$ cat src/rtl/qp_mem_port_ctrl.sv
// qp_mem_port_ctrl
//   Memory-side port controller between the Wishbone slave controller and the
//   query-patch SRAM. The bus sees each PATCH_W-bit patch as two 32-bit halves
//   (lower = bits 31:0, upper = bits PATCH_W-1:32); this block turns those
//   half accesses into whole-patch SRAM reads and writes.
//   - Lower-half writes are staged; the upper-half write commits the patch.
//   - A one-entry read cache lets the second half of a patch be read without
//     another SRAM access.
//
// Ports
//   clk, rst_n        clock, asynchronous active-low reset
//   wb_mode           1 = bus owns the SRAM, 0 = engine owns it
//   req_stb/we/addr   request (addr[0] = half, addr[ADDR_W:1] = patch address)
//   req_wdata         write data
//   ack, rdata        one-cycle completion pulse and read data (registered)
//   mem_csb0/web0     SRAM chip select / write enable, active low (registered)
//   mem_addr0         SRAM patch address
//   mem_wpatch0       SRAM write patch
//   mem_rpatch0       SRAM read patch, valid the cycle after a read is issued
module qp_mem_port_ctrl #(
  parameter int DATA_WIDTH = 11,
  parameter int PATCH_SIZE = 5,
  parameter int NUM_QUERYS = 408,
  parameter int ADDR_W     = $clog2(NUM_QUERYS)
) (
  input  logic                                clk,
  input  logic                                rst_n,
  input  logic                                wb_mode,
  input  logic                                req_stb,
  input  logic                                req_we,
  input  logic [ADDR_W:0]                     req_addr,
  input  logic [31:0]                         req_wdata,
  output logic                                ack,
  output logic [31:0]                         rdata,
  output logic                                mem_csb0,
  output logic                                mem_web0,
  output logic [ADDR_W-1:0]                   mem_addr0,
  output logic [PATCH_SIZE*DATA_WIDTH-1:0]    mem_wpatch0,
  input  logic [PATCH_SIZE*DATA_WIDTH-1:0]    mem_rpatch0
);

  localparam int PATCH_W = PATCH_SIZE*DATA_WIDTH;
  localparam int UPPER_W = PATCH_W - 32;
  localparam logic [ADDR_W:0] NQ = (ADDR_W+1)'(NUM_QUERYS);

  typedef enum logic [1:0] {IDLE, MEM, CAP, ACK} state_t;

  state_t              state, state_n;
  logic                ack_n, csb_n, web_n;
  logic [31:0]         rdata_n;
  logic [ADDR_W-1:0]   addr_n;
  logic [PATCH_W-1:0]  wpatch_n;

  logic                stage_valid, stage_valid_n;
  logic [ADDR_W-1:0]   stage_addr, stage_addr_n;
  logic [31:0]         stage_data, stage_data_n;

  logic                cache_valid, cache_valid_n;
  logic [ADDR_W-1:0]   cache_addr, cache_addr_n;
  logic [PATCH_W-1:0]  cache_data, cache_data_n;

  // request fields held across MEM/CAP (req_stb may drop mid-transaction)
  logic                hold_we, hold_we_n;
  logic                hold_half, hold_half_n;
  logic [ADDR_W-1:0]   hold_paddr, hold_paddr_n;

  logic                req_half;
  logic [ADDR_W-1:0]   req_paddr;
  logic                req_oor, cache_hit, stage_hit;
  logic [PATCH_W-1:0]  wr_patch;
  logic                unused_wdata;

  assign req_half     = req_addr[0];
  assign req_paddr    = req_addr[ADDR_W:1];
  assign req_oor      = ({1'b0, req_paddr} >= NQ);
  assign cache_hit    = cache_valid && (cache_addr == req_paddr);
  assign stage_hit    = stage_valid && (stage_addr == req_paddr);
  // top bits of the upper-half write word have no home in the patch
  assign wr_patch     = {req_wdata[UPPER_W-1:0], stage_hit ? stage_data : 32'h0};
  assign unused_wdata = ^req_wdata[31:UPPER_W];

  function automatic logic [31:0] half_sel(input logic [PATCH_W-1:0] p, input logic h);
    return h ? {{(32-UPPER_W){1'b0}}, p[PATCH_W-1:32]} : p[31:0];
  endfunction

  always_comb begin
    state_n       = state;
    ack_n         = 1'b0;
    csb_n         = 1'b1;
    web_n         = 1'b1;
    rdata_n       = rdata;
    addr_n        = mem_addr0;
    wpatch_n      = mem_wpatch0;
    stage_valid_n = stage_valid;
    stage_addr_n  = stage_addr;
    stage_data_n  = stage_data;
    cache_valid_n = cache_valid;
    cache_addr_n  = cache_addr;
    cache_data_n  = cache_data;
    hold_we_n     = hold_we;
    hold_half_n   = hold_half;
    hold_paddr_n  = hold_paddr;

    case (state)
      IDLE: begin
        if (req_stb && !ack) begin
          hold_we_n    = req_we;
          hold_half_n  = req_half;
          hold_paddr_n = req_paddr;
          if (!wb_mode || req_oor) begin
            rdata_n = 32'h0;
            ack_n   = 1'b1;
            state_n = ACK;
          end else if (req_we && !req_half) begin
            stage_valid_n = 1'b1;
            stage_addr_n  = req_paddr;
            stage_data_n  = req_wdata;
            ack_n         = 1'b1;
            state_n       = ACK;
          end else if (req_we) begin
            addr_n        = req_paddr;
            wpatch_n      = wr_patch;
            csb_n         = 1'b0;
            web_n         = 1'b0;
            stage_valid_n = 1'b0;
            // keep the cached copy coherent with what is being committed
            if (cache_hit) cache_data_n = wr_patch;
            state_n       = MEM;
          end else if (cache_hit) begin
            rdata_n = half_sel(cache_data, req_half);
            ack_n   = 1'b1;
            state_n = ACK;
          end else begin
            addr_n  = req_paddr;
            csb_n   = 1'b0;
            state_n = MEM;
          end
        end
      end
      MEM: begin
        if (hold_we) begin
          ack_n   = 1'b1;
          state_n = ACK;
        end else begin
          state_n = CAP;
        end
      end
      CAP: begin
        cache_valid_n = 1'b1;
        cache_addr_n  = hold_paddr;
        cache_data_n  = mem_rpatch0;
        rdata_n       = half_sel(mem_rpatch0, hold_half);
        ack_n         = 1'b1;
        state_n       = ACK;
      end
      ACK: state_n = IDLE;
      default: state_n = IDLE;
    endcase

    // the engine may rewrite the SRAM while it owns it
    if (!wb_mode) begin
      stage_valid_n = 1'b0;
      cache_valid_n = 1'b0;
    end
  end

  always_ff @(posedge clk or negedge rst_n) begin
    if (!rst_n) begin
      state       <= IDLE;
      ack         <= 1'b0;
      rdata       <= 32'h0;
      mem_csb0    <= 1'b1;
      mem_web0    <= 1'b1;
      mem_addr0   <= '0;
      mem_wpatch0 <= '0;
      stage_valid <= 1'b0;
      stage_addr  <= '0;
      stage_data  <= 32'h0;
      cache_valid <= 1'b0;
      cache_addr  <= '0;
      cache_data  <= '0;
      hold_we     <= 1'b0;
      hold_half   <= 1'b0;
      hold_paddr  <= '0;
    end else begin
      state       <= state_n;
      ack         <= ack_n;
      rdata       <= rdata_n;
      mem_csb0    <= csb_n;
      mem_web0    <= web_n;
      mem_addr0   <= addr_n;
      mem_wpatch0 <= wpatch_n;
      stage_valid <= stage_valid_n;
      stage_addr  <= stage_addr_n;
      stage_data  <= stage_data_n;
      cache_valid <= cache_valid_n;
      cache_addr  <= cache_addr_n;
      cache_data  <= cache_data_n;
      hold_we     <= hold_we_n;
      hold_half   <= hold_half_n;
      hold_paddr  <= hold_paddr_n;
    end
  end

endmodule

$ cat config.mk
export PLATFORM = sky130hd
export DESIGN_NAME = qp_mem_port_ctrl
export DESIGN_NICKNAME = d
export VERILOG_FILES = /design/src/rtl/qp_mem_port_ctrl.sv
export SDC_FILE = /design/constraint.sdc
export NUM_CORES = 1
export LEC_CHECK = 0
export ABC_AREA = 1
export CORE_AREA = 2 2 209 149
export CTS_CLUSTER_SIZE = 25
export DETAILED_ROUTE_END_ITERATION = 12
export DIE_AREA = 0 0 211 151
export PLACE_DENSITY = 0.63
export SYNTH_ARGS = -nofsm -noshare
export SYNTH_HDL_FRONTEND = slang
export SYNTH_SLANG_ARGS = --single-unit
export TNS_END_PERCENT = 30
$ cat constraint.sdc
create_clock -name clk -period 1.6 [get_ports clk]
set_input_delay 0.24 -clock clk [delete_from_list [all_inputs] [get_ports clk]]
set_output_delay 0.24 -clock clk [all_outputs]
set_load 0.05 [all_outputs]
# ---- Word-level counts from Yosys, hierarchy flattened
# Index checks and enable logic that the tools add are counted.
# Widths: inputs -> output; s select.
dict set report op_classes {
  n_bitwise 2
  muxes 46
  reduce_logical 17
  magnitude_cmp 1
  n_eq_ne 19
}
# op n
set op_table {}
lappend op_table {{$mux 55} 5}
lappend op_table {{$mux 32} 8}
lappend op_table {{$pmux 55 s2} 1}
lappend op_table {{$pmux 32 s2} 1}
lappend op_table {{$mux 1} 22}
lappend op_table {{$eq 9x9->1} 2}
lappend op_table {{$mux 9} 2}
lappend op_table {{$reduce_and 5->1} 3}
lappend op_table {{$ne 2x2->1 const B} 7}
lappend op_table {{$mux 2} 5}
lappend op_table {{$ge 9x9->1 const B} 1}
lappend op_table {{$ne 3x3->1 const B} 3}
lappend op_table {{$pmux 2 s4} 1}
lappend op_table {{$reduce_and 4->1} 2}
lappend op_table {{$ne 2x1->1 const B} 3}
lappend op_table {{$reduce_and 6->1} 1}
lappend op_table {{$eq 2x2->1 const B} 2}
lappend op_table {{$logic_and 1x1->1} 4}
lappend op_table {{$logic_not 1->1} 3}
lappend op_table {{$ne 3x1->1 const B} 1}
lappend op_table {{$pmux 1 s3} 1}
lappend op_table {{$eq 2x1->1 const B} 1}
lappend op_table {{$logic_not 2->1} 1}
lappend op_table {{$not 1->1} 2}
lappend op_table {{3 further kinds} 3}
dict set report word_totals {
  word_cells 101
  reg_bits 219
}

# ---- Longest topological paths before layout
# Gate-level depths: netlist of the first run.
dict set report depth {
  ltp_word 9
  depth_mapped 12
}

# ---- Worst setup path after synthesis of the first run
# OpenSTA, ideal clock, no wires.
dict set report synth_timing {
  path_type {register to register}
  from {register ack}
  to {register mem_wpatch0[10]}
  setup_slack_ps -203
  setup_ps 73
  path_stages_with_launch 10
  required_time_ps 1527
  arrival_time_ps 1730
  path_cell_list {dfrtp_1 > nor2_2 > nand2_2 > clkinv_2 > nand2_2 > nor3_4 > buf_2 > buf_2 > nor2_1 > a21oi_2}
}
dict set report synth_between {
  elab_chain_cells 3
}
# element line
set synth_lines {}
lappend synth_lines {{from (decl)} 33} ;# output logic ack,
lappend synth_lines {{from (signal assigned)} 187} ;# ack <= ack_n;
lappend synth_lines {{$logic_not 1->1} 106} ;# if (req_stb && !ack) begin
lappend synth_lines {{$logic_and 1x1->1} 106}
lappend synth_lines {{$reduce_and 5->1 (no source line)} --}
lappend synth_lines {{to (signal assigned)} 192} ;# mem_wpatch0 <= wpatch_n;
lappend synth_lines {{to (decl)} 38} ;# output logic [PATCH_SIZE*DATA_WIDTH-1:0] mem_wpatch0,
# Every way passes these cells.
# A chain may end at the register's enable or synchronous reset.

# ---- Worst setup path after layout of the first run
dict set report layout_timing {
  from {register state[0]}
  to {register rdata[7]}
}
dict set report layout_between {
  elab_chain_cells 3
}
# element line
set layout_lines {}
lappend layout_lines {{from (decl)} 48} ;# state_t state, state_n;
lappend layout_lines {{from (signal assigned)} 186} ;# state <= state_n;
lappend layout_lines {{$logic_not 2->1 / $eq 2x2->1 (equally long branches)} 104} ;# case (state)
lappend layout_lines {{$ne 3x3->1 (no source line) (tied with other cells)} --}
lappend layout_lines {{$reduce_and 5->1 (no source line)} --}
lappend layout_lines {{to (signal assigned)} 188} ;# rdata <= rdata_n;
lappend layout_lines {{to (decl)} 34} ;# output logic [31:0] rdata,
# Parallel ways exist; a longest one is shown, timed or not.

==> results of run 1 <==
worst max-delay path, stage by stage, from the launching register on:
cell,delay [ns]
dfrtp_1,0.39
inv_2,0.09
buf_4,0.12
ha_4,0.25
clkinvlp_4,0.18
nand2_4,0.17
clkbuf_16,0.18
o22ai_1,0.07
nand3_1,0.10
nand2_1,0.06
sequential cells by signal (all words and copies together), names as in the netlist:
register,count
stage_valid,1
mem_wpatch0,55
cache_valid,1
hold_we,1
hold_half,1
stage_data,32
ack,1
state,2
hold_paddr,9
cache_addr,9
mem_web0,1
mem_addr0,9
rdata,32
stage_addr,9
cache_data,55
mem_csb0,1
cells in the mapped netlist (all sizes together):
| master | instances | area [um2] |
|---|---|---|
| o22ai | 23 | 144 |
| clkbuf | 33 | 124 |
| nand3b | 1 | 7.51 |
| buf | 53 | 305 |
| dfstp | 2 | 52.6 |
| inv | 85 | 319 |
| o21ai | 189 | 950 |
| clkinv | 2 | 8.75 |
| ha | 4 | 50.1 |
| xnor2 | 2 | 17.5 |
| xor2 | 1 | 8.76 |
| a21oi | 35 | 213 |
| dfrtp | 217 | 5430 |
| nand3 | 88 | 445 |
| o21a | 1 | 7.51 |
| nor2 | 71 | 277 |
| o21bai | 1 | 7.51 |
| nand4 | 32 | 200 |
| a22oi | 1 | 7.51 |
| nand2 | 455 | 1760 |
| and2 | 1 | 6.26 |
| nor3 | 2 | 26.3 |
layout make-up:
| class | count | area, um2 | area share [%] |
|---|---|---|---|
| Tap cell | 385 | 482 | 3.26 |
| Clock inverter | 11 | 159 | 1.07 |
| Inverter | 87 | 335 | 2.27 |
| Sequential cell | 219 | 5480 | 37.1 |
| Clock buffer | 33 | 716 | 4.84 |
| Antenna cell | 1 | 2.50 | 0.0169 |
| Timing Repair Buffer | 322 | 3230 | 21.8 |
| Multi-Input combinational cell | 907 | 4380 | 29.6 |
stage by stage:
stage	TNS (ns)	instance area [um2]	utilization (%)	hold slack, ns
5_1_grt	-25.02	14800	49.7	0.0821
4_1_cts	-4.59	14400	48.5	0.0748
3_5_place_dp	-92.53	13200	44.4	0.128
2_1_floorplan	-1.65	10400	-	-0.0556
3_3_place_gp	-87.28	13200	44.4	0.127
6_report	-8.35	14800	49.7	0.0866
what timing repair did:
item | in CTS | in global routing
hold buffers | 1 | 0
endpoints found under the setup margin | 183 | 195
setup buffers | 9 | 2
gates resized for setup | 40 | 57
endpoints found under the hold margin | 217 | 0
pin swaps | 6 | 16
cloned | 5 | 7
routing by layer:
| metal | wire length (um) | track usage, % | part of all wire, % | vias to the layer above |
|---|---|---|---|---|
| met1 | 15700 | 29.7 | 45 | 4728 |
| met3 | 2510 | 3.40 | 7.2 | 53 |
| met2 | 16000 | 34.1 | 46 | 346 |
| met5 | 31 | 0 | 0.089 | - |
| met4 | 745 | 4.93 | 2.1 | 4 |
| li1 | - | - | - | 4744 |
kinds of logic after synthesis:
kind of cell / after synthesis / share of synthesized area, %
adders and majority gates: 4 / 0.483
and+or+nand+nor: 650 / 26.2
DFF: 219 / 52.9
AOI/OAI and AO/OA: 250 / 12.8
buffers and inverters: 173 / 7.30
xor gates and xnor gates: 3 / 0.254
worst paths after layout:
kind | from | to | slack (ns) | cells after the start
setup reg to reg | state[0] | rdata[7] | -0.15 | 9
max in group asynchronous | rst_n | stage_data[4] | 0.81 | 3
min in group asynchronous | rst_n | mem_wpatch0[3] | 0.19 | 2
hold reg to reg | rdata[14] | rdata[14] | 0.47 | 2
hold / removal | req_addr[0] | hold_half | 0.09 | 3
setup / recovery | state[0] | rdata[7] | -0.15 | 9
where the power goes:
group | switching [mW] | internal [mW]
Combinational | 9.29 | 5.36
Clock | 2.34 | 3.77
Sequential | 1.35 | 7.70
Total | 13.0 | 16.8
==> flow_metrics.env, run 1 <==
export IMPL_grt_pass1_vias=9305
export IMPL_final_cell_mix="nand2_1, dfrtp_1, buf_4"
export IMPL_status="finished with violations"
export IMPL_place_hpwl_um=23600
export IMPL_dieArea_um2=31900
export IMPL_power_density_nw_per_um2=2020
export IMPL_min_path_type="input port to register"
export IMPL_setup_viol=129
export IMPL_initial_core_util_pct=34.8
export IMPL_grt_pass1_wl_um=52300
export IMPL_finalNonFillerCells=1965
export IMPL_synth_nets=1405
export IMPL_crit_type="register to register"
export IMPL_syn_avg_cell_area_um2=7.98
export IMPL_end_kind="register"
export IMPL_wire_per_inst_um=17.8
export IMPL_viasPerCell=5.03
export IMPL_synth_warnings=0
export IMPL_fmax_ghz=0.572
export IMPL_synth_cells=1299
export IMPL_dp_cells=1896
export IMPL_ioPinCount=201
export IMPL_cts_root_buffer="clkbuf_16"
export IMPL_grtUsageTotal_pct=21.1
export IMPL_firstDrtPassIters=5
export IMPL_cts_tree="yes"
export IMPL_maxSlewViolCount=0
export IMPL_violations="setup timing"
export IMPL_synth_seq_area_share_pct=52.9
export IMPL_drc=0
export IMPL_syn2layout_area_growth_pct=42.7
export IMPL_die_w_um=211
export IMPL_routed_wl_um=35000
export IMPL_numCtsBuffers=24
export IMPL_final_common_cell="nand2_1"
export IMPL_crit_path_max_fanout=8
export IMPL_hold_viol=0
export IMPL_grt_start_max_net_pins=57
export IMPL_rsz0062_at_grt="true"
export IMPL_layout_setup_ws_ns=-0.147
export IMPL_antenna_found_initial=3
export IMPL_worst_slew_pin_slew_ns=0.320
export IMPL_worst_setup_path_start_kind="register"
export IMPL_vdd_ir_drop_max_mv=1.05
export IMPL_syn_area_um2=10400
export IMPL_cts_sinks=219
export IMPL_yosys_cell_types_count=34
export IMPL_path_clk_slew_ns=0.06
export IMPL_maxCapViolCount=0
export IMPL_dr_total_vias=9875
export IMPL_die_y_um=151
export IMPL_drtIter0Drc=949
export IMPL_ys_ff_latch=219
export IMPL_fin_crit_sh_pct=109
export IMPL_io_buffers=200
export IMPL_fp_row_count=53
export IMPL_layout_min_cycle_time_ns=1.75
export IMPL_nNetsFinal=1667
export IMPL_p_total_mw=29.8
export IMPL_slew_headroom_pct=78.6
export IMPL_clk_path_buf_depth=3
export IMPL_dp_slack_ns=-0.578
export IMPL_finalClockSkew_ns=0.0116
export IMPL_place_gp_congestion=0.856
export IMPL_core_um2=29800
export IMPL_cp_required_ns=2.00
export IMPL_antenna_left=0
export IMPL_n_fill_cell=2798
export IMPL_grt_overflow_total=0
export IMPL_leakage_nw=7.27
export IMPL_drive_gt1_share_pct=22.9
export IMPL_htree_levels=1
export IMPL_clock_latency_ns=0.51
export IMPL_critPathArrivalTime_ns=2.15
No activity file was read; power rests on OpenSTA's default activity.
==> run 2: changes to the inputs <==
--- a/config.mk
+++ b/config.mk
@@ -10,7 +10,7 @@
 export CTS_CLUSTER_SIZE = 25
 export DETAILED_ROUTE_END_ITERATION = 12
 export DIE_AREA = 0 0 211 151
-export PLACE_DENSITY = 0.63
+export PLACE_DENSITY = 0.61
 export SYNTH_ARGS = -nofsm -noshare
 export SYNTH_HDL_FRONTEND = slang
 export SYNTH_SLANG_ARGS = --single-unit
==> constraint.sdc (replaced) <==
create_clock -name clk -period 1.9 [get_ports clk]
set_input_delay 0.285 -clock clk [delete_from_list [all_inputs] [get_ports clk]]
set_output_delay 0.285 -clock clk [all_outputs]
set_load 0.05 [all_outputs]
==> run 2 against run 1 <==
  * The flow now finishes without violations
  * Hold slack gained 0.041 ns
  * Register-to-register slack gained 0.27 ns
  * Core utilization shrank 2.5 points
  * Fmax shrank 1.9%
  * Non-clock buffer count shrank 44
  * Flip-flop and latch count is the same
  * Critical path depth grew 2
  * Combinational power shrank 29%
  * Die area is the same
==> flow_metrics.env, run 2 (same netlist as run 1, synthesis figures left out) <==
export IMPL_maxSlewViolCount=0
export IMPL_htree_levels=1
export IMPL_clock_latency_ns=0.53
export IMPL_path_clk_slew_ns=0.06
export IMPL_top_regs="cache_data x55, mem_wpatch0 x55"
export IMPL_startpoint="state[0]"
export IMPL_grt_overflow_total=0
export IMPL_cts_sinks=219
export IMPL_final_cell_mix="nand2_1, dfrtp_1, o21ai_0"
export IMPL_die_w_um=211
export IMPL_crit_type="register to register"
export IMPL_end_kind="register"
export IMPL_n_antenna_cell=0
export IMPL_maxCapViolCount=0
export IMPL_drc=0
export IMPL_grt_pass1_wl_um=49800
export IMPL_r2r_cells=11
export IMPL_worst_slew_pin_slew_ns=0.550
export IMPL_holdPathStages=3
export IMPL_cts_root_buffer="clkbuf_16"
export IMPL_vdd_ir_drop_max_mv=0.836
export IMPL_cp_slowest_cell="dfrtp_1"
export IMPL_antenna_found_initial=1
export IMPL_place_gp_congestion=0.851
export IMPL_n_fill_cell=2943
export IMPL_r2r_end="mem_wpatch0[50]"
export IMPL_power_density_nw_per_um2=1650
export IMPL_antenna_left=0
export IMPL_routed_wl_um=32300
export IMPL_holdCritStartpoint="req_addr[0]"
export IMPL_grt_pass1_vias=8887
export IMPL_finalClockSkew_ns=0.00983
export IMPL_fin_crit_sh_pct=93.8
export IMPL_dr_total_vias=9500
export IMPL_clk_path_buf_depth=3
export IMPL_slew_headroom_pct=63.5
export IMPL_final_core_util_pct=47.2
export IMPL_multi_input_area_um2=4180
export IMPL_drive_gt1_share_pct=13.4
export IMPL_regArea_um2=5480
export IMPL_numCtsBuffers=24
export IMPL_hold_path_end="hold_half"
export IMPL_status="complete, no violations"
export IMPL_worst_r2r_setup_slack_ns=0.12
export IMPL_viasPerCell=4.95
export IMPL_min_path_type="input port to register"
export IMPL_die_y_um=151
export IMPL_hold_viol=0
export IMPL_wire_per_inst_um=16.8
export IMPL_cpPeakStageDelay_ns=0.40
export IMPL_fp_row_count=53
export IMPL_nNetsFinal=1623
export IMPL_cp_required_ns=2.29
export IMPL_firstDrtPassIters=5
export IMPL_cp_cell_sequence="inv_1 -> ha_2 -> nand2_2 -> clkinv_2 -> nand2_2 -> nor3_4 -> buf_6 -> inv_2 -> buf_6 -> nand2_1 -> o21ai_0"
export IMPL_drtIter0Drc=800
export IMPL_leakage_nw=7.00
export IMPL_layout_min_cycle_time_ns=1.78
export IMPL_setup_viol=0
export IMPL_ioPinCount=201
export IMPL_cts_tree="yes"
export IMPL_initial_core_util_pct=34.8
export IMPL_dieArea_um2=31900
export IMPL_grt_start_max_net_pins=60
export IMPL_syn2layout_area_growth_pct=35.6
export IMPL_critPathArrivalTime_ns=2.17
export IMPL_fmax_ghz=0.561
export IMPL_core_um2=29800
export IMPL_worst_setup_path_start_kind="register"
export IMPL_crit_path_max_fanout=15
export IMPL_io_buffers=200
export IMPL_final_common_cell="nand2_1"
export IMPL_place_hpwl_um=23300
export IMPL_p_total_mw=23.1
export IMPL_grtUsageTotal_pct=19.9
export IMPL_r2r_start="state[0]"
run 2: through the flow:
step,TNS [ns],setup slack [ns],std cells,hold WS [ns],instance area [um2]
floorplan,0,0.0968,1299,-0.0106,10400
global placement,-40.22,-0.268,1868,0.254,13100
detailed placement,-42.94,-0.296,1868,0.261,13100
CTS,0,0.0632,1913,0.119,13900
global route,-0.0138,-0.00668,1920,0.140,14100
finish,0,0.118,1920,0.127,14100
run 2: timing repair:
action / CTS / global route
hold endpoints to repair: 53 / 0
pin swaps: 0 / 2
endpoints found under the setup margin: 67 / 112
setup buffers: 0 / 5
cloned: 0 / 2
gates resized for setup: 67 / 10
hold buffers: 1 / 0
run 2: report_power, final:
part / leakage [nW] / internal [mW] / total (mW) / switching, mW
Clock: 0.426 / 3.17 / 5.17 / 2.00
Combinational: 3.73 / 3.25 / 10.4 / 7.18
Sequential: 2.83 / 6.48 / 7.55 / 1.07
run 2: worst max path at each step:
stage | to | cells past startpoint | slack, ns
2_1_floorplan | mem_wpatch0[10] | 9 | 0.1
3_3_place_gp | mem_addr0[1] | 12 | -0.27
3_5_place_dp | rdata[5] | 13 | -0.30
4_1_cts | rdata[5] | 9 | 0.06
5_1_grt | mem_wpatch0[36] | 10 | -0.007
6_report | mem_wpatch0[50] | 11 | 0.12
run 2: critical path: cells and delay by family (launching register included):
family	cells	cell delay, ns
simple gates	4	0.41
buf+inv	5	0.54
fa+ha+maj	1	0.19
compound gates	1	0.10
flops	1	0.40
run 2: area by class of cell:
class / instances / share of cell area, %
sequential: 219 / 39.0
multi-input combinational: 907 / 29.7
timing repair buffer: 278 / 19.3
clock buffer: 30 / 4.73
tap: 385 / 3.43
inverter: 87 / 2.33
clock inverter: 14 / 1.47
run 2: routing by layer:
metal,up-vias,track usage (%),share of wire [%]
met2,293,31.2,45
met3,40,4.08,6.8
met4,2,4.26,1.9
li1,4635,-,-
met5,-,0,0.034
met1,4530,28.6,46
==> run 3: changes to the inputs <==
--- a/config.mk
+++ b/config.mk
@@ -6,11 +6,11 @@
 export NUM_CORES = 1
 export LEC_CHECK = 0
 export ABC_AREA = 1
-export CORE_AREA = 2 2 209 149
+export CORE_AREA = 2 2 185 132
 export CTS_CLUSTER_SIZE = 25
 export DETAILED_ROUTE_END_ITERATION = 12
-export DIE_AREA = 0 0 211 151
-export PLACE_DENSITY = 0.61
+export DIE_AREA = 0 0 187 134
+export PLACE_DENSITY = 0.74
 export SYNTH_ARGS = -nofsm -noshare
 export SYNTH_HDL_FRONTEND = slang
 export SYNTH_SLANG_ARGS = --single-unit
==> run 3 against run 2 <==
  * Hold slack better by 0.088 ns
  * Clock-buffer cell count is 2 higher
  * Critical path depth is 3 lower
  * Setup slack worse by 0.0049 ns
  * Flip-flop and latch count stayed put
  * Sequential share of layout area is 0.86 points higher
  * Non-clock buffer count is 11 lower
  * Combinational power hardly changed
  * Via count is 2.5% higher
  * Final area is 2.1% lower
  * Clock power is 12% lower
  * Highest routed layer is now met4
==> flow_metrics.env, run 3 (same netlist as run 1, synthesis figures left out) <==
export IMPL_met1Wirelength_um=13900
export IMPL_wire_per_inst_um=17.2
export IMPL_grt_pass1_wl_um=49600
export IMPL_grt_pass1_vias=9149
export IMPL_drc=0
export IMPL_rsz0062_at_grt="false"
export IMPL_clk_path_buf_depth=3
export IMPL_dr_total_vias=9736
export IMPL_layout_min_cycle_time_ns=1.79
export IMPL_place_gp_congestion=0.905
export IMPL_worst_r2r_setup_slack_ns=0.11
export IMPL_nNetsFinal=1611
export IMPL_dieArea_um2=25100
export IMPL_worst_setup_path_start_kind="register"
export IMPL_holdPathStages=3
export IMPL_maxCapViolCount=0
export IMPL_viasPerCell=5.29
export IMPL_core_um2=23300
export IMPL_r2r_start="state[0]"
export IMPL_die_y_um=134
export IMPL_holdCritStartpoint="req_addr[0]"
export IMPL_hold_viol=0
export IMPL_layout_setup_ws_ns=0.113
export IMPL_r2r_end="rdata[5]"
export IMPL_grt_overflow_total=0
export IMPL_crit_type="register to register"
export IMPL_worst_slew_pin_slew_ns=0.514
export IMPL_ioPinCount=201
export IMPL_cts_root_buffer="clkbuf_16"
export IMPL_path_clk_slew_ns=0.06
export IMPL_syn2layout_area_growth_pct=32.7
export IMPL_final_cell_mix="nand2_1, dfrtp_1, o21ai_0"
export IMPL_maxSlewViolCount=0
export IMPL_top_layer_used="met4"
export IMPL_met2_length_um=13900
export IMPL_end_kind="register"
export IMPL_top_regs="cache_data x55, mem_wpatch0 x55"
export IMPL_hold_path_end="hold_half"
export IMPL_wl_met3_um=2900
export IMPL_cts_tree="yes"
export IMPL_r2r_cells=8
export IMPL_setup_viol=0
export IMPL_final_core_util_pct=58.9
export IMPL_antenna_left=0
export IMPL_status="complete, no violations"
export IMPL_grt_start_max_net_pins=61
export IMPL_min_path_type="input port to register"
export IMPL_fmax_ghz=0.560
export IMPL_cts_sinks=219
export IMPL_clock_latency_ns=0.51
export IMPL_routed_wl_um=31700
export IMPL_n_antenna_cell=0
export IMPL_critPathArrivalTime_ns=2.23
export IMPL_antenna_found_initial=0
export IMPL_numCtsBuffers=23
export IMPL_finalClockSkew_ns=0.0141
export IMPL_fp_row_count=47
export IMPL_final_common_cell="nand2_1"
export IMPL_place_hpwl_um=21900
export IMPL_crit_path_max_fanout=49
export IMPL_die_w_um=187
export IMPL_power_density_nw_per_um2=1640
export IMPL_cp_required_ns=2.34
export IMPL_drive_gt1_share_pct=12.0
export IMPL_io_buffers=200
export IMPL_fin_crit_sh_pct=94.0
export IMPL_dp_slack_ns=-0.301
export IMPL_vdd_ir_drop_max_mv=1.00
export IMPL_firstDrtPassIters=6
export IMPL_leakage_nw=6.88
export IMPL_htree_levels=1
export IMPL_slew_headroom_pct=65.9
export IMPL_drtIter0Drc=1040
export IMPL_initial_core_util_pct=44.4
export IMPL_grtUsageTotal_pct=24.8
[run 3: final cells by class]
type,count,area (um2)
repair buffers,267,2630
inverters,87,328
flip-flops and latches,219,5480
fillers,2115,9600
well taps,318,398
multi-input cells,907,4150
clock inverters,10,90.1
clock buffers,32,669
[run 3: report_power, final]
group	switching (mW)	internal (mW)
clock network	1.92	2.61
logic	7.19	3.19
registers	1.16	6.48
[run 3: metal layers]
| metal | GRT usage, % | vias to the layer above |
|---|---|---|
| met5 | 0 | - |
| met4 | 7.32 | 0 |
| met3 | 5.36 | 79 |
| met2 | 37.5 | 446 |
| met1 | 35.9 | 4588 |
| li1 | - | 4623 |
[run 3: worst max-delay path, stage by stage (launching register included)]
cell     delay [ns]
dfrtp_1        0.41
inv_1          0.08
buf_4          0.12
ha_4           0.27
buf_12         0.25
o21ai_0        0.11
o22ai_1        0.27
nand3_1        0.11
nand2_1        0.08
[run 3: timing repair]
item | in CTS | in global routing
endpoints found under the setup margin | 77 | 33
gates resized for setup | 77 | 4
pin swaps | 0 | 3
hold buffers | 1 | 0
endpoints found under the hold margin | 51 | 0
buffers inserted | 0 | 0
cloned | 0 | 3
[run 3: how the worst max path moves through the flow]
| stage | slack (ns) | end | from | cells past startpoint |
|---|---|---|---|---|
| 2_1_floorplan | 0.1 | mem_wpatch0[10] | ack | 9 |
| 3_3_place_gp | -0.27 | cache_data[52] | req_addr[1] | 11 |
| 3_5_place_dp | -0.30 | rdata[0] | req_addr[1] | 13 |
| 4_1_cts | 0.05 | cache_data[52] | state[0] | 10 |
| 5_1_grt | 0.01 | cache_data[52] | state[0] | 11 |
| 6_report | 0.11 | rdata[5] | state[0] | 8 |
[run 3: stage by stage]
step | hold WS (ns) | area [um2] | power, mW | cells | TNS, ns
after global routing | 0.225 | 13700 | 23.8 | 1840 | 0
after floorplan | -0.0106 | 10400 | 14.3 | 1299 | 0
after detailed placement | 0.261 | 13000 | 18.3 | 1794 | -42.66
after CTS | 0.212 | 13700 | 22.4 | 1837 | 0
final | 0.216 | 13700 | 22.5 | 1840 | 0
after global placement | 0.253 | 13000 | 18.0 | 1794 | -36.81
